===== config.mk =====
export PLATFORM = sky130hd
export DESIGN_NAME = exec_cmd_flat
export DESIGN_NICKNAME = d
export VERILOG_FILES = /design/src/rtl/exec_cmd_pkg.sv /design/src/rtl/exec_cmd_if.sv /design/src/rtl/exec_cmd.sv /design/src/flat_wrapper.sv
export SDC_FILE = /design/constraint.sdc
export NUM_CORES = 1
export LEC_CHECK = 0
export ABC_AREA = 1
export BUFFER_PORTS_ARGS = -buffer_cell sky130_fd_sc_hd__buf_2
export CORE_MARGIN = 2
export CORE_UTILIZATION = 40
export CTS_CLUSTER_DIAMETER = 50
export CTS_CLUSTER_SIZE = 12
export DETAILED_ROUTE_END_ITERATION = 8
export PLACE_DENSITY = 0.74
export SLEW_MARGIN = 10
export SYNTH_ARGS = -nofsm -noshare
export SYNTH_HDL_FRONTEND = slang
export SYNTH_SLANG_ARGS = --single-unit

===== constraint.sdc =====
create_clock -name clk -period 2.97 [get_ports clk]
set_input_delay 0.297 -clock clk [delete_from_list [all_inputs] [get_ports clk]]
set_output_delay 0.297 -clock clk [all_outputs]
set_load 0.01 [all_outputs]

===== src/rtl/exec_cmd_pkg.sv =====
// Shared definitions for the exec_cmd command sequencer: opcodes, FSM states,
// register-bus widths and command-word field helpers.
package exec_cmd_pkg;

  localparam int unsigned REG_AW = 14;
  localparam int unsigned REG_DW = 32;

  localparam logic [1:0] OP_END = 2'b00;
  localparam logic [1:0] OP_WR  = 2'b01;
  localparam logic [1:0] OP_RD  = 2'b10;

  typedef enum logic [3:0] {
    S_IDLE,
    S_FETCH,
    S_DECODE,
    S_FETCH_LO,
    S_DATA_LO,
    S_DATA_HI,
    S_REGWR,
    S_REGRD,
    S_STORE_LO,
    S_STORE_HI,
    S_DONE
  } state_t;

  function automatic logic [1:0] cmd_op(input logic [15:0] w);
    return w[15:14];
  endfunction

  function automatic logic [REG_AW-1:0] cmd_addr(input logic [15:0] w);
    return w[REG_AW-1:0];
  endfunction

endpackage


===== src/rtl/exec_cmd_if.sv =====
// Avalon-MM style register bus between the sequencer (master) and a CSR slave.
interface exec_cmd_if;
  import exec_cmd_pkg::*;

  logic [REG_AW-1:0] reg_addr;
  logic              reg_rd;
  logic              reg_wr;
  logic              reg_ready;
  logic [REG_DW-1:0] reg_writedata;
  logic [REG_DW-1:0] reg_readdata;

  modport master (
    output reg_addr, reg_rd, reg_wr, reg_writedata,
    input  reg_ready, reg_readdata
  );

  modport slave (
    input  reg_addr, reg_rd, reg_wr, reg_writedata,
    output reg_ready, reg_readdata
  );

endinterface


===== src/rtl/exec_cmd.sv =====
// Command sequencer: walks a 16-bit command list in inram, issues 32-bit register
// reads/writes on the bus and stores read results as 16-bit words in outram.
module exec_cmd
  import exec_cmd_pkg::*;
#(
  parameter int unsigned AW = 10
) (
  input  logic          clk,
  input  logic          rst,
  output logic [AW-1:0] inram_address,
  output logic          inram_re,
  input  logic [15:0]   inram_q,
  output logic [AW-1:0] outram_address,
  output logic          outram_we,
  output logic [15:0]   outram_d,
  exec_cmd_if.master    bus,
  input  logic          start_exec,
  output logic          busy,
  output logic          err,
  output logic [AW-1:0] out_len
);

  localparam logic [AW:0]   PTR_INC    = (AW+1)'(1);
  localparam logic [AW:0]   LEN_INC    = (AW+1)'(2);
  localparam logic [AW:0]   LEN_RD_MAX = (AW+1)'((1 << AW) - 2);
  localparam logic [AW-1:0] ADDR_INC   = AW'(1);

  state_t state_q, state_d;
  // Pointers carry one extra bit so a wrap past the last RAM word is visible.
  logic [AW:0]       iptr_q, iptr_d;
  logic [AW:0]       len_q, len_d;
  logic [REG_AW-1:0] addr_q, addr_d;
  logic [REG_DW-1:0] wdata_q, wdata_d;
  logic [REG_DW-1:0] rdata_q, rdata_d;
  logic              err_q, err_d;
  logic              rd_req, wr_req;

  always_ff @(posedge clk) begin
    if (rst) begin
      state_q <= S_IDLE;
      iptr_q  <= '0;
      len_q   <= '0;
      addr_q  <= '0;
      wdata_q <= '0;
      rdata_q <= '0;
      err_q   <= 1'b0;
    end else begin
      state_q <= state_d;
      iptr_q  <= iptr_d;
      len_q   <= len_d;
      addr_q  <= addr_d;
      wdata_q <= wdata_d;
      rdata_q <= rdata_d;
      err_q   <= err_d;
    end
  end

  always_comb begin
    state_d        = state_q;
    iptr_d         = iptr_q;
    len_d          = len_q;
    addr_d         = addr_q;
    wdata_d        = wdata_q;
    rdata_d        = rdata_q;
    err_d          = err_q;
    inram_re       = 1'b0;
    inram_address  = '0;
    outram_we      = 1'b0;
    outram_address = '0;
    outram_d       = '0;
    rd_req         = 1'b0;
    wr_req         = 1'b0;

    unique case (state_q)
      S_IDLE, S_DONE: begin
        if (start_exec) begin
          err_d   = 1'b0;
          len_d   = '0;
          iptr_d  = '0;
          state_d = S_FETCH;
        end else begin
          state_d = S_IDLE;
        end
      end
      S_FETCH, S_FETCH_LO: begin
        if (iptr_q[AW]) begin
          err_d   = 1'b1;
          state_d = S_DONE;
        end else begin
          inram_re      = 1'b1;
          inram_address = iptr_q[AW-1:0];
          iptr_d        = iptr_q + PTR_INC;
          state_d       = (state_q == S_FETCH) ? S_DECODE : S_DATA_LO;
        end
      end
      S_DECODE: begin
        addr_d = cmd_addr(inram_q);
        case (cmd_op(inram_q))
          OP_END: state_d = S_DONE;
          OP_WR:  state_d = S_FETCH_LO;
          OP_RD: begin
            if (len_q > LEN_RD_MAX) begin
              err_d   = 1'b1;
              state_d = S_DONE;
            end else begin
              state_d = S_REGRD;
            end
          end
          default: begin
            err_d   = 1'b1;
            state_d = S_DONE;
          end
        endcase
      end
      // The high data word is fetched in the same cycle the low word is captured.
      S_DATA_LO: begin
        wdata_d[15:0] = inram_q;
        if (iptr_q[AW]) begin
          err_d   = 1'b1;
          state_d = S_DONE;
        end else begin
          inram_re      = 1'b1;
          inram_address = iptr_q[AW-1:0];
          iptr_d        = iptr_q + PTR_INC;
          state_d       = S_DATA_HI;
        end
      end
      S_DATA_HI: begin
        wdata_d[31:16] = inram_q;
        state_d        = S_REGWR;
      end
      S_REGWR: begin
        wr_req = 1'b1;
        if (bus.reg_ready) state_d = S_FETCH;
      end
      S_REGRD: begin
        rd_req = 1'b1;
        if (bus.reg_ready) begin
          rdata_d = bus.reg_readdata;
          state_d = S_STORE_LO;
        end
      end
      S_STORE_LO: begin
        outram_we      = 1'b1;
        outram_address = len_q[AW-1:0];
        outram_d       = rdata_q[15:0];
        state_d        = S_STORE_HI;
      end
      S_STORE_HI: begin
        outram_we      = 1'b1;
        outram_address = len_q[AW-1:0] + ADDR_INC;
        outram_d       = rdata_q[31:16];
        len_d          = len_q + LEN_INC;
        state_d        = S_FETCH;
      end
      default: state_d = S_IDLE;
    endcase
  end

  assign bus.reg_addr      = addr_q;
  assign bus.reg_writedata = wdata_q;
  assign bus.reg_rd        = rd_req;
  assign bus.reg_wr        = wr_req;

  assign busy    = (state_q != S_IDLE) && (state_q != S_DONE);
  assign err     = err_q;
  // A completely full outram (2**AW words) reads back as 0 in this AW-bit field.
  assign out_len = len_q[AW-1:0];

endmodule


===== src/flat_wrapper.sv =====
// flat-port wrapper written by rule: the top's interface ports become plain ports
module exec_cmd_flat import exec_cmd_pkg::*;
#(
  parameter int unsigned AW = 10
)
  (clk, rst, inram_address, inram_re, inram_q, outram_address, outram_we, outram_d, start_exec, busy, err, out_len, bus_reg_addr, bus_reg_rd, bus_reg_wr, bus_reg_writedata, bus_reg_ready, bus_reg_readdata);
  exec_cmd_if bus_i ();
  input  logic clk;
  input  logic rst;
  output logic [AW-1:0] inram_address;
  output logic inram_re;
  input  logic [15:0] inram_q;
  output logic [AW-1:0] outram_address;
  output logic outram_we;
  output logic [15:0] outram_d;
  input  logic start_exec;
  output logic busy;
  output logic err;
  output logic [AW-1:0] out_len;
  output wire logic [$bits(bus_i.reg_addr)-1:0] bus_reg_addr;
  output wire logic [$bits(bus_i.reg_rd)-1:0] bus_reg_rd;
  output wire logic [$bits(bus_i.reg_wr)-1:0] bus_reg_wr;
  output wire logic [$bits(bus_i.reg_writedata)-1:0] bus_reg_writedata;
  input wire logic [$bits(bus_i.reg_ready)-1:0] bus_reg_ready;
  input wire logic [$bits(bus_i.reg_readdata)-1:0] bus_reg_readdata;
  assign bus_reg_addr = bus_i.reg_addr;
  assign bus_reg_rd = bus_i.reg_rd;
  assign bus_reg_wr = bus_i.reg_wr;
  assign bus_reg_writedata = bus_i.reg_writedata;
  assign bus_i.reg_ready = bus_reg_ready;
  assign bus_i.reg_readdata = bus_reg_readdata;
  exec_cmd #(.AW(AW)) u_core (.clk(clk), .rst(rst), .inram_address(inram_address), .inram_re(inram_re), .inram_q(inram_q), .outram_address(outram_address), .outram_we(outram_we), .outram_d(outram_d), .bus(bus_i), .start_exec(start_exec), .busy(busy), .err(err), .out_len(out_len));
endmodule

* After elaboration in Yosys (flattened, before gate mapping)
Index checks and enable logic that the tools add are counted.
** Cells by class
- Equal/unequal tests :: 20
- $add $sub $neg :: 3
- $lt $le $gt $ge :: 1
- Muxes and demuxes :: 27
- Reduce and logical (&&, ||, !) cells :: 18
** Operator list (number)
- $pmux W11 S2 :: 2
- $pmux W4 S9 :: 1
- $pmux W16 S2 :: 1
- $mux W11 :: 2
- $mux W10 :: 2
- $mux W4 :: 5
- $pmux W10 S2 :: 1
- $eq A4 B3 Y1 const B :: 4
- $eq A4 B4 Y1 const B :: 3
- $add A11 B1 Y11 const B :: 1
- $add A11 B2 Y11 const B :: 1
- $gt A11 B10 Y1 const B :: 1
- $add A10 B1 Y10 const B :: 1
- $ne A2 B2 Y1 const B :: 5
- $mux W1 :: 9
- $eq A4 B2 Y1 const B :: 2
- $pmux W4 S2 :: 1
- $reduce_and A2 Y1 :: 4
- $reduce_or A2 Y1 :: 4
- $reduce_and A5 Y1 :: 1
- $eq A4 B1 Y1 const B :: 1
- $logic_not A4 Y1 :: 1
- $ne A4 B4 Y1 const B :: 1
- $reduce_bool A2 Y1 :: 2
- other kinds (13) :: 13
** Word-level totals
- Word-level logic and storage cells :: 78
- Output and inout bits :: 98
- Bits in registers :: 105

* Logic depth before layout (Yosys ltp)
- Depth in word-level cells :: 4
- Depth in mapped cells :: 12
- Gate-level depth less buffers :: 12

* Worst setup path after synthesis
OpenSTA, ideal clock, no wires.
- Path kind :: flip-flop to output port
- Start :: register u_core.state_q[1]
- End :: output outram_d[10]
- Data arrival time :: 1.215 ns
- Buffers on the path :: 2
- Setup slack :: 1.458 ns
- Cell stages (with the launch flop) :: 8
- Path through :: dfxtp_1 > buf_4 > nor2_4 > inv_1 > nor2_1 > inv_1 > clkbuf_1 > o22ai_1
** On the way
- Cells in the longest elaborated chain, start to end :: 2
- Elaborated cells between the ends (all ways) :: 3
** RTL lines
- start: declaration :: line exec_cmd.sv:28 : state_t state_q, state_d;
- start signal: assignment :: line exec_cmd.sv:48 : state_q <= state_d;
- $eq A4 B4 Y1 :: line exec_cmd.sv:74 : unique case (state_q)
- $pmux W16 S2 (*) :: line exec_cmd.sv:74
- end: declaration :: line flat_wrapper.sv:15 : output logic [15:0] outram_d;
Every way passes the cells marked *; elsewhere a longest branch is shown, timed or not.

* Final worst setup path
- Start :: register u_core.state_q[1]
- End :: output outram_d[0]
Same word-level chain as after synthesis.

==> metrics.md <==
| Metric | Value |
|---|---|
| Slowest stage delay, CP | `560 ps` |
| Cell Pwr Density | `644 mW/mm2` |
| Root Buffer | `clkbuf_16` |
| Initial antenna violation count | `0` |
| Vias in the first global route | `4,121` |
| Crit path time final | `2210 ps` |
| Worst rel slew slack | `0.613` |
| Gr ovfl total | `0` |
| Pint | `2.44 mW` |
| Hold WC Path Type | `input port to flop` |
| CP Launch Type | `flop` |
| CP Max Fanout | `16` |
| Logic pwr share | `0.241` |
| # setup viols final | `0` |
| Mapped Nets | `708` |
| Die width | `111 um` |
| Yosys top cell by area | `dfxtp_1` |
| Placer congestion estimate | `0.902` |
| Layout cell share with drive strength beyond 1 | `0.246` |
| Buf/Inv on CP | `3` |
| Worst-margin pin slew | `580 ps` |
| Switching Share | `0.330` |
| CTS buffer count | `9` |
| Final total power | `3.64 mW` |
| Wirelength per Cell | `13.0 um` |
| # fillers | `1,166` |
| Leakage | `2.56 nW` |
| EDFF count, synth | `0` |
| Final nets | `833` |
| Area growth from synthesis to layout | `22.9%` |
| Top-count cell post-synth | `nor2_1` |
| Async set-reset flop share out of synthesis | `0` |
| Row Count | `39` |
| DRC viols | `0` |
| MaxCap Viol Count | `0` |
| Via-to-Cell Ratio | `4.83` |
| Register area share after synthesis | `0.453` |
| Post-CTS Setup Bufs | `0` |
| Delay-heaviest family, CP | `buffers and inverters` |
| Diodes inserted | `0` |
| I/O Buffers | `148` |
| Iter 0 DRT Violations | `261` |
| CTS tree | `yes` |
| Tcrit/Tclk final | `0.744` |
| Synthesized area | `0.00460 mm2` |
| Reg2reg path depth | `7` |
| # hold bufs at CTS | `0` |
| Syn_area_per_cell | `7.06 um2` |
| I/O pin count | `150` |
| Crit-path cells | `nor2_4, inv_1, nor2_1, inv_1, o22ai_1, buf_2` |
| Worst Setup End Kind | `primary output` |
| CP Depth | `6` |
| H-tree Lvls | `3` |
| Core box area | `0.0113 mm2` |
| Worst path required time | `2670 ps` |
| Pin count of the biggest net entering global routing | `65` |
| Mapped Cells | `651` |
| Clock Skew | `7.57 ps` |
| Clock Power Share | `0.318` |
| Fmax | `453 MHz` |
| Via count | `4,462` |
| Final WL | `12,000 um` |
| Setup CP Type | `flop to primary output` |
| Final Hold Viols | `0` |
| Aggregate global-route resource usage | `0.194` |
| Ys Warns | `0` |
| CP max-delay cell | `dfxtp_1` |
| Largest cells by area after synthesis | `dfxtp_1 (45%), nor2_1 (10%), o21ai_0 (9.3%)` |
| Reg clk slew, reported paths | `70 ps` |
| Remaining antenna violation count | `0` |
| Synth top area share | `0.453` |
| Crit path arrival time | `1910 ps` |
| Commonest cells post-synth | `nor2_1 (128), dfxtp_1 (104), o21ai_0 (85), inv_1 (77), nand2_1 (72)` |
| Synth cell types | `31` |
| Clock sinks | `104` |
| Outcome | `completed` |
| First-pass DRT Iterations | `4` |
| Synth Flop Type | `dfxtp_1` |
| HPWL after DPL | `8610 um` |
| Seq pwr share | `0.441` |
| Slew Viols, Final | `0` |
| Starting Density | `0.406` |
| #FFs+latches synth | `104` |
| First-pass GRT wire length | `19,700 um` |
| P_sw | `1.20 mW` |
| RSZ-0062 raised after global routing | `no` |
| Crit-path most repeated cell | `inv_1` |
| Die ar. | `0.0124 mm2` |
| Clock buffer depth | `2` |
| Worst-Skew Late Latency | `350 ps` |
| VDD IR max | `0.393 mV` |
| Hold path depth | `3` |
| Die height | `111 um` |
| Setup_tns | `0 ps` |
| Post-cts resize count | `0` |
[final cells by class]
| cell class | count | area (um2) | share of cell area |
|---|---|---|---|
| Clock buffer | 11 | 253 | 0.0447 |
| Clock inverter | 5 | 37.5 | 0.00664 |
| Inverter | 87 | 327 | 0.0578 |
| Multi-Input combinational cell | 421 | 1980 | 0.351 |
| Sequential cell | 104 | 2080 | 0.368 |
| Tap cell | 143 | 179 | 0.0317 |
| Timing Repair Buffer | 153 | 791 | 0.140 |
[per-stage QoR]
step                      hold slack [ps]  utilization  std cells  worst slack (ps)  cell area, um2
final                                 195        0.499        924               760            5650
after global routing                  200        0.499        924               640            5650
after CTS                             187        0.499        924               774            5650
after detailed placement              448        0.473        908              1160            5360
after global placement                441        0.473        908              1180            5360
after floorplan                       430            -        651              1460            4600
[power by group through the flow]
| stage | Combinational (mW) | Clock [mW] | Sequential, mW |
|---|---|---|---|
| floorplan | 0.566 | 0 | 1.66 |
| global placement | 0.872 | 0 | 1.63 |
| detailed placement | 0.877 | 0 | 1.63 |
| CTS | 0.880 | 1.19 | 1.60 |
| global route | 0.993 | 1.24 | 1.62 |
| finish | 0.876 | 1.16 | 1.60 |
[final timing paths]
| check | start | endpoint | slack [ps] |
|---|---|---|---|
| max | u_core.state_q[1] | outram_d[0] | 760 |
| min | inram_q[4] | u_core.bus.reg_writedata[20] | 190 |
| max reg2reg | u_core.state_q[1] | u_core.len_q[7] | 1180 |
| min reg2reg | u_core.rdata_q[1] | u_core.rdata_q[1] | 450 |
[worst min-delay path: cells and delay by family]
family	cells	cell delay, ps
buffers and inverters	1	90
AND/OR/NAND/NOR	2	120
[routing by layer]
layer  GRT usage  up-vias  part of all wire
met5           0        -                 0
met4      0.0601        0             0.013
met2       0.317      104              0.47
met1       0.242     2012              0.46
li1            -     2336                 -
met3      0.0662       10             0.062
[cells by family after synthesis]
logic type,Yosys count,synth area share
buffers and inverters,126,0.116
DFF,104,0.453
adders and majority gates,5,0.0136
AOI/OAI and AO/OA,175,0.199
and+or+nand+nor,240,0.218
other,1,0.000816
[layout by cell type, fill, tap and decap left out, types with 7 or more instances in the layout]
cell type / count
dfxtp_1: 104
o21ai_0: 85
o22ai_1: 16
a21oi_1: 62
nand2_1: 72
nand4_1: 7
nor2_1: 128
inv_1: 76
buf_2: 148
nand3_1: 17
inv_2: 9
clkbuf_16: 9
[sequential cells by signal (all words and copies together) (netlist names)]
name	flops
u_core.bus.reg_addr	14
u_core.bus.reg_writedata	32
u_core.err	1
u_core.iptr_q	11
u_core.len_q	10
u_core.rdata_q	32
u_core.state_q	4
Note: power is estimated with default switching activity, not from simulation.
